--- config.mk ---
export PLATFORM = sky130hd
export DESIGN_NAME = issue_stage_latch_flat
export DESIGN_NICKNAME = d
export VERILOG_FILES = /design/src/rtl/issue_stage_latch_if.sv /design/src/rtl/issue_stage_latch.sv /design/src/flat_wrapper.sv
export SDC_FILE = /design/constraint.sdc
export NUM_CORES = 1
export LEC_CHECK = 0
export CAP_MARGIN = 20
export CORE_AREA = 2 2 250 252
export DETAILED_ROUTE_END_ITERATION = 7
export DIE_AREA = 0 0 252 254
export SYNTH_ARGS = -nofsm -noshare
export SYNTH_HDL_FRONTEND = slang
export SYNTH_SLANG_ARGS = --single-unit
--- constraint.sdc ---
create_clock -name clk -period 10.32 [get_ports clk]
set_input_delay 2.064 -clock clk [delete_from_list [all_inputs] [get_ports clk]]
set_output_delay 2.064 -clock clk [all_outputs]
set_load 0.05 [all_outputs]
--- src/rtl/issue_stage_latch_if.sv ---
// Schedule -> issue latch -> register-read bundle.
// slave is the latch view, master the surrounding pipeline.
interface issue_stage_latch_if #(
  parameter int ISSUE_WIDTH  = 4,
  parameter int IQ_ENTRY_NUM = 16,
  parameter int IQ_PTR_W     = $clog2(IQ_ENTRY_NUM),
  parameter int PAYLOAD_W    = 64
);
  logic [ISSUE_WIDTH-1:0]           sc_valid;
  logic [ISSUE_WIDTH*IQ_PTR_W-1:0]  sc_ptr;
  logic [IQ_ENTRY_NUM-1:0]          flush_iq_entry;
  logic [ISSUE_WIDTH*IQ_PTR_W-1:0]  iq_rd_ptr;
  logic [ISSUE_WIDTH*PAYLOAD_W-1:0] iq_rd_payload;
  logic [ISSUE_WIDTH-1:0]           rr_valid;
  logic [ISSUE_WIDTH*IQ_PTR_W-1:0]  rr_ptr;
  logic [ISSUE_WIDTH*PAYLOAD_W-1:0] rr_payload;
  logic [ISSUE_WIDTH-1:0]           release_valid;
  logic [ISSUE_WIDTH*IQ_PTR_W-1:0]  release_ptr;

  modport master (
    output sc_valid, sc_ptr, flush_iq_entry,
    output iq_rd_payload,
    input  iq_rd_ptr, rr_valid, rr_ptr,
    input  rr_payload, release_valid, release_ptr
  );

  modport slave (
    input  sc_valid, sc_ptr, flush_iq_entry,
    input  iq_rd_payload,
    output iq_rd_ptr, rr_valid, rr_ptr,
    output rr_payload, release_valid, release_ptr
  );
endinterface

--- src/rtl/issue_stage_latch.sv ---
// Per-lane issue latch: holds scheduled IQ pointers,
// kills flushed ops, releases entries, counts issues.
module issue_stage_latch #(
  parameter int ISSUE_WIDTH  = 4,
  parameter int IQ_ENTRY_NUM = 16,
  parameter int IQ_PTR_W     = $clog2(IQ_ENTRY_NUM),
  parameter int PAYLOAD_W    = 64,
  parameter int CNT_W        = 32
) (
  input  logic             clk,
  input  logic             rst,
  input  logic             stall,
  input  logic             clear,
  issue_stage_latch_if.slave bus,
  output logic [CNT_W-1:0] issued_cnt,
  output logic             dup_err
);

  typedef logic [ISSUE_WIDTH-1:0][IQ_PTR_W-1:0] ptr_vec_t;

  logic [ISSUE_WIDTH-1:0] lv, lv_nxt;
  ptr_vec_t               lp, lp_nxt;
  ptr_vec_t               sp;
  ptr_vec_t               rp;
  logic [ISSUE_WIDTH-1:0] rv;
  logic [ISSUE_WIDTH-1:0] fh, fi;
  logic [ISSUE_WIDTH-1:0] rr_v;
  logic [CNT_W:0]         pop;
  logic [CNT_W:0]         sum;
  logic                   dup_now;

  assign sp = bus.sc_ptr;

  always_comb begin
    fh = '0;
    fi = '0;
    for (int i = 0; i < ISSUE_WIDTH; i++) begin
      fh[i] = lv[i] && bus.flush_iq_entry[lp[i]];
      fi[i] = bus.flush_iq_entry[sp[i]];
    end
  end

  // clear beats stall, stall beats a fresh load
  always_comb begin
    lv_nxt = lv;
    lp_nxt = lp;
    if (clear) begin
      lv_nxt = '0;
    end else if (stall) begin
      lv_nxt = lv & ~fh;
    end else begin
      lv_nxt = bus.sc_valid & ~fi;
      lp_nxt = sp;
    end
  end

  assign rr_v = lv & ~fh & {ISSUE_WIDTH{~stall & ~clear}};

  assign bus.rr_valid      = rr_v;
  assign bus.rr_ptr        = lp;
  assign bus.iq_rd_ptr     = lp;
  assign bus.rr_payload    = bus.iq_rd_payload;
  assign bus.release_valid = rv;
  assign bus.release_ptr   = rp;

  always_comb begin
    pop = '0;
    for (int i = 0; i < ISSUE_WIDTH; i++)
      pop = pop + {{CNT_W{1'b0}}, rr_v[i]};
    sum = {1'b0, issued_cnt} + pop;
  end

  always_comb begin
    dup_now = 1'b0;
    for (int i = 0; i < ISSUE_WIDTH; i++)
      for (int j = i + 1; j < ISSUE_WIDTH; j++)
        if (lv[i] && lv[j] && lp[i] == lp[j])
          dup_now = 1'b1;
  end

  always_ff @(posedge clk or posedge rst) begin
    if (rst) begin
      lv         <= '0;
      lp         <= '0;
      rv         <= '0;
      rp         <= '0;
      issued_cnt <= '0;
      dup_err    <= 1'b0;
    end else begin
      lv      <= lv_nxt;
      lp      <= lp_nxt;
      rv      <= rr_v;
      rp      <= lp;
      dup_err <= dup_err | dup_now;
      if (sum[CNT_W])
        issued_cnt <= '1;
      else
        issued_cnt <= sum[CNT_W-1:0];
    end
  end

endmodule

--- src/flat_wrapper.sv ---
// flat-port wrapper written by rule: the top's interface ports become plain ports
module issue_stage_latch_flat 
#(
  parameter int ISSUE_WIDTH  = 4,
  parameter int IQ_ENTRY_NUM = 16,
  parameter int IQ_PTR_W     = $clog2(IQ_ENTRY_NUM),
  parameter int PAYLOAD_W    = 64,
  parameter int CNT_W        = 32
)
  (clk, rst, stall, clear, issued_cnt, dup_err, bus_sc_valid, bus_sc_ptr, bus_flush_iq_entry, bus_iq_rd_payload, bus_iq_rd_ptr, bus_rr_valid, bus_rr_ptr, bus_rr_payload, bus_release_valid, bus_release_ptr);
  issue_stage_latch_if #(.ISSUE_WIDTH(ISSUE_WIDTH), .IQ_ENTRY_NUM(IQ_ENTRY_NUM), .IQ_PTR_W(IQ_PTR_W), .PAYLOAD_W(PAYLOAD_W)) bus_i ();
  input  logic clk;
  input  logic rst;
  input  logic stall;
  input  logic clear;
  output logic [CNT_W-1:0] issued_cnt;
  output logic dup_err;
  input wire logic [$bits(bus_i.sc_valid)-1:0] bus_sc_valid;
  input wire logic [$bits(bus_i.sc_ptr)-1:0] bus_sc_ptr;
  input wire logic [$bits(bus_i.flush_iq_entry)-1:0] bus_flush_iq_entry;
  input wire logic [$bits(bus_i.iq_rd_payload)-1:0] bus_iq_rd_payload;
  output wire logic [$bits(bus_i.iq_rd_ptr)-1:0] bus_iq_rd_ptr;
  output wire logic [$bits(bus_i.rr_valid)-1:0] bus_rr_valid;
  output wire logic [$bits(bus_i.rr_ptr)-1:0] bus_rr_ptr;
  output wire logic [$bits(bus_i.rr_payload)-1:0] bus_rr_payload;
  output wire logic [$bits(bus_i.release_valid)-1:0] bus_release_valid;
  output wire logic [$bits(bus_i.release_ptr)-1:0] bus_release_ptr;
  assign bus_i.sc_valid = bus_sc_valid;
  assign bus_i.sc_ptr = bus_sc_ptr;
  assign bus_i.flush_iq_entry = bus_flush_iq_entry;
  assign bus_i.iq_rd_payload = bus_iq_rd_payload;
  assign bus_iq_rd_ptr = bus_i.iq_rd_ptr;
  assign bus_rr_valid = bus_i.rr_valid;
  assign bus_rr_ptr = bus_i.rr_ptr;
  assign bus_rr_payload = bus_i.rr_payload;
  assign bus_release_valid = bus_i.release_valid;
  assign bus_release_ptr = bus_i.release_ptr;
  issue_stage_latch #(.ISSUE_WIDTH(ISSUE_WIDTH), .IQ_ENTRY_NUM(IQ_ENTRY_NUM), .IQ_PTR_W(IQ_PTR_W), .PAYLOAD_W(PAYLOAD_W), .CNT_W(CNT_W)) u_core (.clk(clk), .rst(rst), .stall(stall), .clear(clear), .bus(bus_i), .issued_cnt(issued_cnt), .dup_err(dup_err));
endmodule
=== Yosys cells after proc, flatten, opt, wreduce, memory -nomap -nowiden ===
Cells that the tools add are included.

* Register bits: 73
* Output and inout bits: 345
* Word-level logic and storage cells: 81

* Add/sub/neg operators: 4
* $lt $le $gt $ge: 8
* Equal/unequal tests: 6
* Muxes and demuxes: 25
* Bitwise gates (word level): 9
* Reductions and logical operators: 17

{| class="wikitable"
|+ Operators with widths
! kind !! number
|-
| adder 33 x 1 -> 33 bit || 2
|-
| less-than comparator 4 x 5 -> 1 bit, second input constant || 8
|-
| adder 32 x 33 -> 33 bit || 1
|-
| binary-select mux 1 bit (select 4 bit) || 8
|-
| 2-to-1 mux 32 bit || 1
|-
| equality test 4 bit || 6
|-
| logical AND 1 bit || 16
|-
| 2-to-1 mux 1 bit || 14
|-
| AND 4 bit || 3
|-
| 2-to-1 mux 4 bit || 2
|-
| NOT 4 bit || 2
|-
| adder 1 x 1 -> 2 bit || 1
|-
| NOT 1 bit || 2
|-
| AND reduction 2 bit || 1
|-
| AND 1 bit || 1
|-
| bitwise OR 1 bit || 1
|}

=== Longest topological paths before layout ===
Gate-level depths: netlist of the first run.

* Word-level depth: 11
* Depth in mapped cells: 19
* Mapped depth without buffers: 16

=== Worst setup path before layout of the first run ===
OpenSTA, ideal clock, no wires.

* Path type: input-to-reg
* Start: input port bus_flush_iq_entry[7]
* End: register u_core.issued_cnt[20]
* Arrival time: 6337 ps
* Required time: 10195 ps
* Setup slack: 3858 ps
* Cell stages on the path: 15
* Path through: mux4_2 -> mux2i_1 -> o221ai_1 -> nor3_1 -> ha_1 -> inv_1 -> fa_1 -> inv_1 -> ha_1 -> fa_1 -> a21o_1 -> and2_1 -> nor3b_1 -> nand3_1 -> mux2_2

* Word-level cells in the longest chain between the ends: 11
* Elaborated cells on any way between the ends: 20

{| class="wikitable"
|+ RTL lines
! element !! line !! RTL
|-
| start: declaration || flat_wrapper.sv:20 || <nowiki>input wire logic [$bits(bus_i.flush_iq_entry)-1:0] bus_flush_iq_entry;</nowiki>
|-
| binary-select mux 1 bit (select 4 bit) || issue_stage_latch.sv:38 || <nowiki>fh[i] = lv[i] && bus.flush_iq_entry[lp[i]];</nowiki>
|-
| 2-to-1 mux 1 bit (implied by the code) || issue_stage_latch.sv:38 ||
|-
| logical AND 1 bit || issue_stage_latch.sv:38 ||
|-
| NOT 4 bit || issue_stage_latch.sv:57 || <nowiki>assign rr_v = lv & ~fh & {ISSUE_WIDTH{~stall & ~clear}};</nowiki>
|-
| AND 4 bit (2 in series) || issue_stage_latch.sv:57 ||
|-
| named net bus_rr_valid[1] || flat_wrapper.sv:23 || <nowiki>output wire logic [$bits(bus_i.rr_valid)-1:0] bus_rr_valid;</nowiki>
|-
| adder 1 x 1 -> 2 bit || issue_stage_latch.sv:69 || <nowiki>pop = pop + {{CNT_W{1'b0}}, rr_v[i]};</nowiki>
|-
| adder 33 x 1 -> 33 bit (2 in series) || issue_stage_latch.sv:69 ||
|-
| adder 32 x 33 -> 33 bit || issue_stage_latch.sv:70 || <nowiki>sum = {1'b0, issued_cnt} + pop;</nowiki>
|-
| 2-to-1 mux 32 bit || issue_stage_latch.sv:95 || <nowiki>if (sum[CNT_W])</nowiki>
|-
| end signal: assignment || issue_stage_latch.sv:98 || <nowiki>issued_cnt <= sum[CNT_W-1:0];</nowiki>
|-
| end: declaration || issue_stage_latch.sv:15 || <nowiki>output logic [CNT_W-1:0] issued_cnt,</nowiki>
|}

The timed path passes the listed nets, and every way through them passes these cells. The select of a mux whose other input is x is not followed.
A chain may end at the register's enable or synchronous reset.

=== Worst setup path in the final report of the first run ===
* Start: input port bus_flush_iq_entry[15]
* End: output port bus_rr_valid[2]

* Word-level cells in the longest chain between the ends: 6

{| class="wikitable"
|+ RTL lines
! element !! line
|-
| binary-select mux 1 bit (select 4 bit) || issue_stage_latch.sv:38
|-
| 2-to-1 mux 1 bit (implied by the code) || issue_stage_latch.sv:38
|-
| logical AND 1 bit || issue_stage_latch.sv:38
|-
| NOT 4 bit || issue_stage_latch.sv:57
|-
| AND 4 bit (2 in series) || issue_stage_latch.sv:57
|-
| end: declaration || flat_wrapper.sv:23
|}

Every way passes these cells. The select of a mux whose other input is x is not followed.

==> metrics list, run 1 <==
- Data on the critical path is required at its endpoint by 8.26 ns.
* Proportion of synthesized chip area in sequential cells: 28.1%
- Path category of the worst min-delay check: flip-flop to flip-flop
* Most instantiated cells after synthesis: 272 x buf_4, 73 x dfrtp_1, 45 x nand2_1
- After detailed placement, the total cell area comes to 6700 um2.
* Post-Place Worst Slack: 3.06 ns
* Clk Latency, worst-skew pair: 0.38 ns
- After detailed routing, the number of remaining DRC violations is 0.
- Last weighted congestion value of the routability-driven placer: 0.806
- The number of hold buffers added after CTS was 0.
- Setup slack after layout: 3.02 ns
* R2r endpoint: u_core.issued_cnt[6]
* Tightest Pin Transition: 0.999 ns
- Final layout net count: 827
- Worst vdd rail ir drop: 0.0853 mV
- Final period util: 70.7%
- The initial antenna violation count was 2.
* Row cnt: 91
- The netlist uses 45 different library cells.
* Largest area contributor in the netlist: buf_4
- First-pass GRT wire length: 41100 um
- Total number of vias: 4290
* Post-synthesis area per instance: 9.64 um2
- The number of nets handed over by synthesis was 978.
* # H-tree levels: 3
* Grt total ovfl: 0
* Starting utilization of the core area: 10.6%
* Number of primary I/O pins: 641
- STA classifies the critical path startpoint as an input port.
* TritonCTS clock tree: yes
- Number of enable flip-flop cells after synthesis: 0
* Synthesized-area fraction occupied by ao, oa, aoi and oai cells: 3.29%
* Initial DRC Count: 225
- Synth warn: 0
- Number of iterations in the first detailed-routing pass: 5
* Number of buffers inserted by port buffering: 128
* Fraction of final layout cells sized beyond drive strength 1: 15.1%
- Registers take 1830 um2.
- Layout filler cell count: 6992
- Core box area: 61300 um2
- In this run the remaining antenna-violating nets after routing total 0.
- Clk slew on worst S/H paths: 0.06 ns
- Final count of hold timing violations: 0
* Worst setup path startpoint: bus_flush_iq_entry[15]
- Fraction of synthesized cell area in xor and xnor cells: 5.92%
- For this run, the leading register cell type out of synthesis is dfrtp_1.
* Fmax: 137 MHz
- The critical path ends at bus_rr_valid[2].
- The via count of the first global-routing pass was 4161.
- Between clock sinks in the finished design, the worst skew comes to 0.0179 ns.
- In this run, placement finished with an instance count of 1303.
- Top area cells in the synthesized netlist: buf_4 31%, dfrtp_1 28%, mux4_2 8.3%
- Measured on the finished design, the core utilization comes to 11.4%.
- Entering global routing, the biggest net connects 64 pins.
* Simple-gate share of the synthesized area: 11.0%
- The run finished with clean final reports.
- Antenna Cells: 0
* Post-CTS Setup Bufs: 0
- The number of cells on the worst reg-to-reg path is 15.
- Final Max Slew Viols: 0
* Final cell area excluding filler cells: 7000 um2
* R2r startpoint: u_core.bus.iq_rd_ptr[4]
- Mux cell area share after synthesis: 16.0%
* Area growth from synthesis to layout: 7.50%
- Total global routing track utilization: 9.83%
* Max-cap violation count: 0
- Dividing the detail-routed via count by the number of cells gives 3.25.
* Sum of negative setup slack: 0 ns
- TritonCTS Buffers: 9
* Routed wire length: 32100 um
- In the post-synthesis netlist, the cell with the most instances is buf_4.
- Die Height: 254 um
- Type of the setup path with the least slack: input port to output port
- Slew headroom: 33.4%
* Cells after Synth: 675
- After synthesis, the largest area contributor takes up 31.4% of total cell area.
- The tree is rooted in a clkbuf_16.
* Leakage power: 0.00264 uW
- Tmin final: 7.30 ns
* Arrival time at the worst endpoint: 5.24 ns
* Average routed wire per standard cell: 24.3 um
- Final cell count without fillers: 1319
* HPWL after detailed placement: 26600 um
* Maximum buffer depth of the clock tree: 2
* Width of the die: 252 um
* Adder-cell area share of the yosys netlist: 1.58%
- Clock tree synthesis found a total of 73 sinks.
* Total setup violations reported at the end of the flow: 0
- In this run, post-CTS repair resized a total of 0 instances.
- Async set or reset register ratio after synthesis: 100%
- After synthesis, the largest family of logic cells by area is buffers and inverters.
* Cell Pwr Density: 157 nW/um2
- Summing every instance area after synthesis gives 6510 um2.
* Setup repair after global routing missed its margin: false
- CP endpoint kind: output port
* Crit path max fanout: 8
* Flop and latch count out of synthesis: 73
- Floorplan die area: 64000 um2
* Worst reg-to-reg setup slack: 4.71 ns
- The multi-input combinational cells in the finished layout cover a total of 2460 um2.
## critical path, cell delays in order
cell,delay (ns)
clkdlybuf4s50_1,0.56
mux4_2,0.51
mux2_2,0.28
nand2_1,0.07
nand3_1,0.28
nor3_1,0.55
clkdlybuf4s50_1,0.91
## per-layer routing
layer  global-route usage [%]  vias up  routed length, um
met4                     4.43        0               1380
met2                     16.4      466              15700
li1                         -     1694                  -
met1                     9.69     2034              10500
met3                     6.11       96               4440
met5                        0        -                  0
## how the worst min path moves through the flow
stage,slack [ns],from,cells past startpoint,to
after floorplan,0.47,u_core.lv[3],2,u_core.dup_err
after CTS,0.54,u_core.issued_cnt[16],2,u_core.issued_cnt[16]
final,0.53,u_core.issued_cnt[16],2,u_core.issued_cnt[16]
after global routing,0.58,u_core.issued_cnt[30],1,u_core.issued_cnt[30]
after detailed placement,0.53,u_core.issued_cnt[16],2,u_core.issued_cnt[16]
after global placement,0.53,u_core.issued_cnt[26],1,u_core.issued_cnt[26]
## through the flow
stage	total power [uW]	hold WS (ns)
3_3_place_gp	765	0.527
3_5_place_dp	767	0.527
2_1_floorplan	876	0.470
5_1_grt	1150	0.585
4_1_cts	1130	0.541
6_report	1100	0.534
## placed cells by master, fill, tap and decap left out, types with 7 or more instances in the layout
cell,netlist,final
buf_4,272,13
clkbuf_16,0,9
inv_1,11,10
mux2_2,20,20
nand2_1,45,45
xor2_1,23,23
dfrtp_1,73,73
nor4_1,8,8
mux2i_1,23,23
mux4_2,24,24
nor2_1,15,15
o21ai_0,7,7
nor3_1,9,9
nand3_1,20,20
clkdlybuf4s50_1,0,128
xnor2_1,21,21
## state kept, by name (all words and copies together) (netlist names)
name	count
u_core.bus.release_valid	4
u_core.issued_cnt	32
u_core.lv	4
u_core.dup_err	1
u_core.bus.release_ptr	16
u_core.bus.iq_rd_ptr	16
## cells by family after synthesis
group,after synthesis
mux,71
compound gates,29
buf+inv,314
fa+ha+maj,7
simple gates,137
xor+xnor,44
flops,73
## area by class of cell
| type | count | area share [%] |
|---|---|---|
| clock buffers | 10 | 3.27 |
| clock inverters | 6 | 0.965 |
| inverters | 11 | 0.608 |
| multi-input cells | 288 | 35.2 |
| flip-flops and latches | 73 | 26.1 |
| well taps | 790 | 14.1 |
| repair buffers | 141 | 19.7 |
## report_power, final
part / total, uW / switching (uW) / internal, uW
logic: 393 / 244 / 149
clock network: 342 / 153 / 188
registers: 364 / 50.1 / 314
total: 1100 / 448 / 651
Note: power is estimated with default switching activity, not from simulation.
==> run 2: changes to the inputs <==
--- a/config.mk
+++ b/config.mk
@@ -6,9 +6,9 @@
 export NUM_CORES = 1
 export LEC_CHECK = 0
 export CAP_MARGIN = 20
-export CORE_AREA = 2 2 250 252
+export CORE_AREA = 2 2 248 250
 export DETAILED_ROUTE_END_ITERATION = 7
-export DIE_AREA = 0 0 252 254
+export DIE_AREA = 0 0 250 252
 export SYNTH_ARGS = -nofsm -noshare
 export SYNTH_HDL_FRONTEND = slang
 export SYNTH_SLANG_ARGS = --single-unit
==> constraint.sdc (replaced) <==
create_clock -name clk -period 6.4 [get_ports clk]
set_input_delay 1.28 -clock clk [delete_from_list [all_inputs] [get_ports clk]]
set_output_delay 1.28 -clock clk [all_outputs]
set_load 0.05 [all_outputs]
==> run 2 against run 1 <==
Against the previous run:
- clock power is 62% higher
- power is 61% higher
- sequential power is 62% higher
- core utilization is 0.22 points higher
- global-route usage is 0.66 points lower
- critical endpoint is now u_core.issued_cnt[6]
- largest power group unchanged
==> metrics list, run 2 (synthesized netlist as in run 1, its figures left out) <==
* Max-cap violation count: 0 (unchanged)
* Critical Path Max Stage Delay: 0.66 ns (-0.25 ns)
* R2r startpoint: u_core.bus.iq_rd_ptr[4]
* Maximum clock skew at final layout: 0.0246 ns (+0.00666 ns)
- The arrival time of data at the critical path endpoint is 6.10 ns (+0.86 ns).
- Number of buffers inserted by port buffering: 128 (unchanged)
- The row count is 90 (-1.1%).
- CP endpoint kind: flip-flop
- Core box area: 60100 um2 (-1.8%)
- The weighted congestion at the end of routability-driven global placement is 0.844 (+4.7%).
* Crit-path cells: clkdlybuf4s50_1 -> mux4_2 -> mux2i_1 -> o221ai_1 -> nor3_1 -> ha_1 -> inv_1 -> fa_1 -> inv_1 -> ha_1 -> fa_1 -> a21o_1 -> and2_1 -> nand3_1 -> or3_1 -> o21ai_0
- Leaving out fill and tap cells, the most frequent cell in the layout is clkdlybuf4s50_1.
* Grt total ovfl: 0 (unchanged)
* Number of primary I/O pins: 641 (unchanged)
- Slew headroom: 44.3% (+11 points)
- The number of sinks on the clock net is 73 (unchanged).
- The worst reg-to-reg path cell count is 15 (unchanged).
* Area growth from synthesis to layout: 7.51% (about the same)
- Post-CTS Setup Bufs: 0 (unchanged)
- The diode insertion count for antenna repair came to 0 (unchanged).
- The remaining antenna violation count after routing was 0 (unchanged).
* Cell depth of the worst hold path: 2 (unchanged)
- The flow ran to the end, and the final reports show no timing, DRC or antenna violations.
* Leakage power: 0.00265 uW (+0.39%)
- Cell Pwr Density: 253 nW/um2 (+61%)
- The all-layer global routing usage came to 9.18% (-0.66 points).
- The min-delay analysis places its worst path in the category flip-flop to flip-flop.
- Final Max Slew Viols: 0 (unchanged)
- Highest-count cells in the layout ignoring fill and taps: 128 x clkdlybuf4s50_1, 73 x dfrtp_1, 45 x nand2_1
- The worst-case clock buffer depth came to 2 (unchanged).
- The via count of the first global-routing pass is 4246 (+2.0%).
* Average routed wire per standard cell: 22.7 um (-6.5%)
- The worst path needs 5.91 ns of the cycle, external delays included.
- In this run the most critical hold path is launched from u_core.dup_err.
* Total number of vias: 4379 (+2.1%)
- Ranked by flip-flop count, first place goes to u_core.issued_cnt.
* Startpoint type of the worst setup path: input port
- Pin count of the biggest net entering global routing: 46 (-28%)
* Die Height: 252 um (-0.79%)
- The initial antenna violation count came to 1 (-1).
* HPWL after detailed placement: 24300 um (-8.7%)
- Width of the die: 250 um (-0.79%)
- The number of endpoints failing setup at the final stage was 0 (unchanged).
- Tightest Pin Transition: 0.835 ns (-0.164 ns)
* Worst setup path startpoint: bus_flush_iq_entry[7]
* Worst vdd rail ir drop: 0.113 mV (+33%)
- Type of the setup path with the least slack: input port to flip-flop
- Setup repair after global routing missed its margin: false
- The global-route wire length before repair is 38900 um (-5.4%).
* Data required time at the worst endpoint: 6.59 ns (-1.67 ns)
- The count of hold-fix buffers inserted at cts was 0 (unchanged).
- On the critical path, the stage with the largest delay is an instance of or3_1.
- Final layout net count: 827 (unchanged)
- Number of iterations in the first detailed-routing pass: 5 (unchanged)
- Count of instances resized after the clock tree is built: 0 (unchanged)
- Sum of negative setup slack: 0 ns (unchanged)
- Setup slack after layout: 0.489 ns (-2.53 ns)
- Final count of hold timing violations: 0 (unchanged)
- Routed wire length: 29800 um (-7.2%)
- The largest fanout on the critical path came to 25 (+17).
- The total number of H-tree levels came to 3 (unchanged).
- Layout filler cell count: 6895 (-1.4%)
* Clk slew on worst S/H paths: 0.08 ns (+0.02 ns)
- The worst path uses 92.4% of the clock period.
- The overall die area is 63000 um2 (-1.6%).
- In this run the clock root is driven by a clkbuf_16.
- The final standard cell area without fillers came to 7000 um2 (about the same).
* Fraction of final layout cells sized beyond drive strength 1: 15.2% (+0.029 points)
* Post-Place Worst Slack: 0.160 ns (-2.90 ns)
* TritonCTS Buffers: 9 (unchanged)
- Fmax: 169 MHz
* DRC violation count after routing: 0 (unchanged)
* Starting utilization of the core area: 10.8% (+0.20 points)
- The average vias per placed instance was 3.34 (+2.8%).
- Placed Area: 6680 um2 (-0.26%)
- Max reg flops: 32 (unchanged)
* Initial DRC Count: 300 (+33%)
* Clk Latency, worst-skew pair: 0.37 ns (about the same)
- TritonCTS clock tree: yes
## run 2: critical path: cells and delay by family
kind | cells | cell delay, ns
buffers and inverters | 3 | 0.63
AO/OA/AOI/OAI | 3 | 0.80
AND/OR/NAND/NOR | 4 | 1.39
multiplexers | 2 | 0.70
adder cells (fa/ha/maj) | 4 | 1.28
## run 2: through the flow
step	std cells	utilization, %	hold WS [ns]	total power (uW)
after CTS	1309	11.6	0.513	1810
final	1310	11.6	0.521	1770
after detailed placement	1294	11.1	0.491	1230
after global placement	1294	11.1	0.497	1230
after floorplan	675	-	0.470	1410
after global routing	1310	11.6	0.538	1860
## run 2: path summary, 6_finish.rpt
path | endpoint | slack, ns
min in group asynchronous | u_core.bus.release_ptr[6] | 1.17
hold reg to reg | u_core.dup_err | 0.52
hold / removal | u_core.dup_err | 0.52
setup / recovery | u_core.issued_cnt[6] | 0.49
max in group asynchronous | u_core.bus.iq_rd_ptr[11] | 4.44
setup reg to reg | u_core.issued_cnt[6] | 1.01
## run 2: power breakdown
part | internal, uW | total [uW] | switching [uW]
Combinational | 239 | 630 | 391
Sequential | 506 | 588 | 82.9
Clock | 311 | 554 | 244
Total | 1060 | 1770 | 717
## run 2: metal layers
layer	vias up	wire length [um]	track usage, %
met5	-	0	0
met1	2100	10000	9.43
met3	108	4240	5.38
met4	0	1190	4.24
li1	1700	-	-
met2	471	14300	15.0
## run 2: cell type report
class | instances | area, um2 | area share [%]
multi-input combinational | 288 | 2460 | 35.2
sequential | 73 | 1830 | 26.1
timing repair buffer | 141 | 1390 | 19.9
tap | 782 | 978 | 14.0
clock buffer | 10 | 239 | 3.41
clock inverter | 5 | 56.3 | 0.804
inverter | 11 | 42.5 | 0.608
==> run 3: changes to the inputs <==
--- a/config.mk
+++ b/config.mk
@@ -9,6 +9,7 @@
 export CORE_AREA = 2 2 248 250
 export DETAILED_ROUTE_END_ITERATION = 7
 export DIE_AREA = 0 0 250 252
+export SKIP_LAST_GASP = 1
 export SYNTH_ARGS = -nofsm -noshare
 export SYNTH_HDL_FRONTEND = slang
 export SYNTH_SLANG_ARGS = --single-unit
==> results of run 3 <==
Same layout as run 2: the final DEF is identical, and so are final timing and power.
